**config.mk**
```make
export PLATFORM = sky130hd
export DESIGN_NAME = sar_conv_sequencer
export DESIGN_NICKNAME = d
export VERILOG_FILES = /design/src/rtl/sar_conv_sequencer.sv
export SDC_FILE = /design/constraint.sdc
export NUM_CORES = 1
export LEC_CHECK = 0
export CAP_MARGIN = 10
export CORE_ASPECT_RATIO = 1.25
export CORE_UTILIZATION = 30
export CTS_BUF_LIST = sky130_fd_sc_hd__clkbuf_4
export DETAILED_ROUTE_END_ITERATION = 12
export SLEW_MARGIN = 5
export SYNTH_ARGS = -nofsm -noshare
export SYNTH_HDL_FRONTEND = slang
export SYNTH_SLANG_ARGS = --single-unit
```
**constraint.sdc**
```tcl
create_clock -name clk -period 2.5 [get_ports clk]
set_input_delay 0.5 -clock clk [delete_from_list [all_inputs] [get_ports clk]]
set_output_delay 0.5 -clock clk [all_outputs]
set_load 0.05 [all_outputs]
```
**src/rtl/sar_conv_sequencer.sv**
```systemverilog
// Periodic SAR conversion sequencer: drives cnvst, captures results on eoc into a
// 4-entry FIFO, and flags timeouts and dropped samples with sticky error bits.
module sar_conv_sequencer #(
  parameter int PERIOD  = 32,
  parameter int TIMEOUT = 24,
  parameter int DEPTH   = 4
) (
  input  logic       clk,
  input  logic       rst,
  input  logic       enable,
  input  logic       eoc,
  input  logic [9:0] sar,
  output logic       cnvst,
  output logic [9:0] dout,
  output logic       dout_valid,
  input  logic       dout_ready,
  output logic [2:0] fifo_count,
  output logic       overflow,
  output logic       timeout_err,
  input  logic       clr_err
);

  localparam int CW = $clog2(PERIOD);
  localparam int AW = $clog2(DEPTH);
  localparam logic [CW-1:0] CNT_TO  = CW'(TIMEOUT - 1);
  localparam logic [CW-1:0] CNT_MAX = CW'(PERIOD - 1);
  localparam logic [2:0]    FULL    = 3'(DEPTH);

  typedef enum logic [1:0] {IDLE, CONV, GAP} state_t;

  state_t          state_q, state_d;
  logic [CW-1:0]   cnt_q, cnt_d;
  logic            push, timeout_evt;

  logic [9:0]      mem [DEPTH];
  logic [AW-1:0]   wr_ptr, rd_ptr;
  logic            pop, wr_en, drop;

  // NOTE: every output of a combinational block gets a default first, so no path can infer a latch.
  always_comb begin
    state_d     = state_q;
    cnt_d       = (cnt_q == CNT_MAX) ? cnt_q : cnt_q + 1'b1;
    push        = 1'b0;
    timeout_evt = 1'b0;
    unique case (state_q)
      IDLE: begin
        if (enable) begin
          state_d = CONV;
          cnt_d   = '0;
        end
      end
      CONV: begin
        if (eoc) begin
          push    = 1'b1;
          state_d = GAP;
        end else if (cnt_q == CNT_TO) begin
          timeout_evt = 1'b1;
          state_d     = GAP;
        end
      end
      GAP: begin
        // A lingering eoc holds the gap open so a stale result is never re-captured.
        if (cnt_q == CNT_MAX && !eoc) begin
          if (enable) begin
            state_d = CONV;
            cnt_d   = '0;
          end else begin
            state_d = IDLE;
          end
        end
      end
      default: state_d = IDLE;
    endcase
  end

  // NOTE: sequential state uses non-blocking assignments so every flop samples pre-edge values.
  always_ff @(posedge clk or negedge rst) begin
    if (!rst) begin
      state_q <= IDLE;
      cnt_q   <= '0;
    end else begin
      state_q <= state_d;
      cnt_q   <= cnt_d;
    end
  end

  assign cnvst = (state_q == CONV);

  assign dout_valid = (fifo_count != 3'd0);
  assign pop        = dout_valid && dout_ready;
  assign wr_en      = push && ((fifo_count != FULL) || pop);
  assign drop       = push && (fifo_count == FULL) && !pop;
  assign dout       = mem[rd_ptr];

  // NOTE: the storage array is reset because dout must read as zero straight out of reset.
  always_ff @(posedge clk or negedge rst) begin
    if (!rst) begin
      for (int i = 0; i < DEPTH; i++) mem[i] <= '0;
      wr_ptr     <= '0;
      rd_ptr     <= '0;
      fifo_count <= '0;
    end else begin
      if (wr_en) begin
        mem[wr_ptr] <= sar;
        wr_ptr      <= wr_ptr + 1'b1;
      end
      if (pop) rd_ptr <= rd_ptr + 1'b1;
      case ({wr_en, pop})
        2'b10:   fifo_count <= fifo_count + 3'd1;
        2'b01:   fifo_count <= fifo_count - 3'd1;
        default: fifo_count <= fifo_count;
      endcase
    end
  end

  // Set beats clear when both land on the same edge.
  always_ff @(posedge clk or negedge rst) begin
    if (!rst) begin
      overflow    <= 1'b0;
      timeout_err <= 1'b0;
    end else begin
      overflow    <= drop        | (overflow    & ~clr_err);
      timeout_err <= timeout_evt | (timeout_err & ~clr_err);
    end
  end

endmodule

```
==> tab_implementation.tex <==
\begin{tabular}{lr}
\hline
Metric & Value \\
\hline
\multicolumn{2}{l}{\textbf{Clock network}} \\
\quad Number of setup buffers added after CTS & 0 \\
\quad Level count of the clock H-tree & 2 \\
\quad Buffer levels on the longest clock path & 2 \\
\quad Inserted Clock Buffers & 5 \\
\quad Clock tree from TritonCTS & yes \\
\quad Clk Latency, worst-skew pair & between 0.3 and 0.4 ns \\
\quad Clock edge transition at the registers on the reported setup and hold paths & approximately 0.16 ns \\
\quad Root buffer selected by CTS & clkbuf\_4 \\
\quad Sinks on Clock Net & between 50 and 60 \\
\quad Cts-stage hold buffer count & 0 \\
\multicolumn{2}{l}{\textbf{Power}} \\
\quad Static leakage & 1.38 nW \\
\quad Power per cell area & $\sim$1400 mW/mm\^{}2 \\
\quad Worst VDD drop & $\sim$0.57 mV \\
\multicolumn{2}{l}{\textbf{Finish}} \\
\quad Area growth, synth to finish & 21.0\% \\
\quad Inserted Diodes & 0 \\
\quad Layout cells sized above 1 & 0.206 \\
\quad NumNets Final & about 240 \\
\quad Number of filler cells placed in the layout & slightly above 800 \\
\multicolumn{2}{l}{\textbf{Route}} \\
\quad DRT iter0 DRCs & 52 \\
\quad Count of vias placed by the detailed router & between 1500 and 2000 \\
\quad DRC Markers & 0 \\
\quad Final wirelength & approximately 4600 um \\
\quad Post-DRT Antenna Nets & 0 \\
\quad TritonRoute pass-1 iters & 4 \\
\quad Average wire length per cell after detail routing & 13.9 um \\
\quad Routed vias/inst & between 4 and 5 \\
\multicolumn{2}{l}{\textbf{Worst setup path}} \\
\quad Cell count of the worst reg-to-reg path & 5 \\
\quad Peak fanout along the critical path & 7 \\
\quad Required arrival time at the worst endpoint & roughly 2 ns \\
\quad Worst reg2reg setup slack & between 0.5 and 0.6 ns \\
\quad Reg2Reg Capture Point & fifo\_count[1] \\
\quad Data arrival time of the critical path & between 1.5 and 2 ns \\
\quad Critical Path Start & rd\_ptr[0] \\
\quad Kind of end point of the critical path & output pin \\
\quad Capturing element of the worst setup path & dout[8] \\
\quad Launching element type of the critical path & register \\
\quad RR Startpoint & fifo\_count[0] \\
\quad WS Path Type & reg2out \\
\multicolumn{2}{l}{\textbf{Die}} \\
\quad Floorplan row count & 37 \\
\quad Initial core utilization & 0.313 \\
\quad Die outline height & approximately 110 um \\
\quad Overall die width & 85.7 um \\
\quad Placeable core region & approximately 0.0084 mm\^{}2 \\
\quad Total I/O pin count & 33 \\
\quad Full die area & about 0.009 mm\^{}2 \\
\multicolumn{2}{l}{\textbf{Synthesis}} \\
\quad Number of synthesized register bits & 56 \\
\quad Async S/R FF share, synth & 1.00 \\
\quad Leading cell type by number of instances after synthesis & dfrtp\_1 \\
\quad Most numerous cell types in the synthesized netlist & dfrtp\_1 (56), mux2\_1 (41), mux4\_2 (10) \\
\quad Leading area contributor after synthesis & dfrtp\_1 \\
\quad Share of the synthesized area in the top cell type & 0.534 \\
\quad Post-synthesis area per instance & about 15 um\^{}2 \\
\quad Register area share after synthesis & 0.534 \\
\quad Largest cells by area after synthesis & dfrtp\_1 (53\%), mux2\_1 (18\%), mux4\_2 (8.6\%) \\
\quad Most common flop cell mapped by yosys & dfrtp\_1 \\
\quad Number of nets in the synthesized netlist & just under 200 \\
\quad Yosys Warn Count & 0 \\
\quad Post-synthesis cell area & approximately 0.0026 mm\^{}2 \\
\quad Number of enable-type register cells in the synthesized netlist & 0 \\
\quad Number of distinct library cells after synthesis & 35 \\
\quad Synthesized instance count & approximately 170 \\
\multicolumn{2}{l}{\textbf{Global routing}} \\
\quad Vias in the first global route & between 1500 and 2000 \\
\quad Initial antenna violation count & 0 \\
\quad GRT Resource Usage Total & 0.113 \\
\quad Global route overflow & 0 \\
\quad Wire length of the first global-routing pass & around 7900 um \\
\quad Pin count of the biggest net entering global routing & 31 \\
\multicolumn{2}{l}{\textbf{STA}} \\
\quad TNS Setup & 0 ns \\
\quad RSZ-0062 raised after global routing & false \\
\quad Normalized max-slew margin & 0.575 \\
\quad Hold Violations, Final & 0 \\
\quad Clock period minus worst slack & between 2 and 2.5 ns \\
\quad Final Slew Violations & 0 \\
\quad Highest clock frequency the design can meet & between 400 and 500 MHz \\
\quad Min setup slack post-route & between 0.15 and 0.2 ns \\
\quad Setup violation total in the final timing report & 0 \\
\quad Ratio of final minimum period to clock period & 0.939 \\
\quad Worst Max-Slew Pin Slew & 0.638 ns \\
\quad Worst clock skew & between 0.009 and 0.01 ns \\
\multicolumn{2}{l}{\textbf{Min path}} \\
\quad Type of the worst min-delay path & in2async \\
\multicolumn{2}{l}{\textbf{Placed design}} \\
\quad Quantity of I/O buffers inserted on ports & 32 \\
\quad Placed wire-length estimate after detailed placement & $\sim$3300 um \\
\quad Worst setup slack before clock tree synthesis & $\sim$0.16 ns \\
\quad Final Wtd Congestion & $\sim$0.75 \\
\multicolumn{2}{l}{\textbf{Run}} \\
\quad Number of max-capacitance violations reported & 0 \\
\multicolumn{2}{l}{\textbf{Run status}} \\
\quad Status & complete, no violations \\
\hline
\end{tabular}
==> power by group <==
group          switching [W]  total (W)  internal (W)
sequential          0.000303    0.00162       0.00131
clock               0.000284   0.000510      0.000226
combinational        0.00124    0.00217      0.000932
==> worst min path at each step <==
stage	end	slack, ns	start	depth (start not counted)
after CTS	mem[24]	0.13	rst	1
final	mem[34]	0.12	rst	1
after floorplan	cnt_q[0]	0.20	rst	0
after global placement	mem[20]	0.47	mem[20]	1
after detailed placement	mem[11]	0.48	mem[11]	1
after global routing	mem[34]	0.14	rst	1
==> registers in the layout (all words and copies together) (netlist names) <==
register / count
cnt_q: 5
timeout_err: 1
state_q: 2
rd_ptr: 2
mem: 40
wr_ptr: 2
fifo_count: 3
overflow: 1
==> per-stage QoR <==
stage               total power [W]  hold slack (ns)  cells   util  cell area, um^2
floorplan                   0.00324            0.204    171      -             2630
global placement            0.00381            0.468    323  0.369             3090
detailed placement          0.00385            0.477    323  0.369             3090
CTS                         0.00437            0.126    331  0.379             3170
global route                0.00457            0.139    331  0.379             3180
finish                      0.00429            0.116    331  0.379             3180
==> cell families after synthesis <==
logic type | count (synthesis) | synth area share
xor gates and xnor gates | 6 | 0.0200
DFF | 56 | 0.534
buffers and inverters | 9 | 0.0195
and+or+nand+nor | 25 | 0.0772
adders and majority gates | 7 | 0.0362
AOI/OAI and AO/OA | 15 | 0.0439
muxes | 53 | 0.269
==> cell type report <==
cell class	count	area, um^2	share of cell area
sequential	56	1400	0.442
multi-input combinational	106	1170	0.369
inverter	6	22.5	0.00709
tap	117	146	0.0461
timing repair buffer	38	349	0.110
clock buffer	6	45.0	0.0142
clock inverter	2	38.8	0.0122
==> layer usage <==
metal / wire length, um / vias to the layer above / track usage
met5: 0 / - / 0
met4: 30 / 0 / 0.0357
met3: 172 / 4 / 0.0216
met2: 2360 / 30 / 0.199
met1: 2050 / 784 / 0.139
li1: - / 706 / -
==> cell usage in the layout, fill, tap and decap left out, types with 2 or more instances in the layout <==
master / instances
ha_1: 6
dfrtp_1: 55
mux2_1: 41
nand2_1: 3
clkdlybuf4s50_1: 19
nor2_1: 4
inv_1: 6
buf_4: 15
nand2b_1: 3
mux2i_1: 2
mux4_2: 10
clkbuf_4: 6
xnor2_1: 6
nand3_1: 2
o22ai_1: 2
o32ai_1: 2
a21oi_1: 3
nand2_8: 4
a31oi_1: 2
==> worst max-delay path: stages (launching register included) <==
cell and delay (ns):
dfrtp_2 0.50, buf_4 0.24, mux4_2 0.53, buf_4 0.21
==> what timing repair did <==
action | 4_1_cts | 5_1_grt
setup endpoints to repair | 3 | 1
pin swaps | 0 | 0
gates resized for setup | 2 | 1
Note: power is estimated with default switching activity, not from simulation.
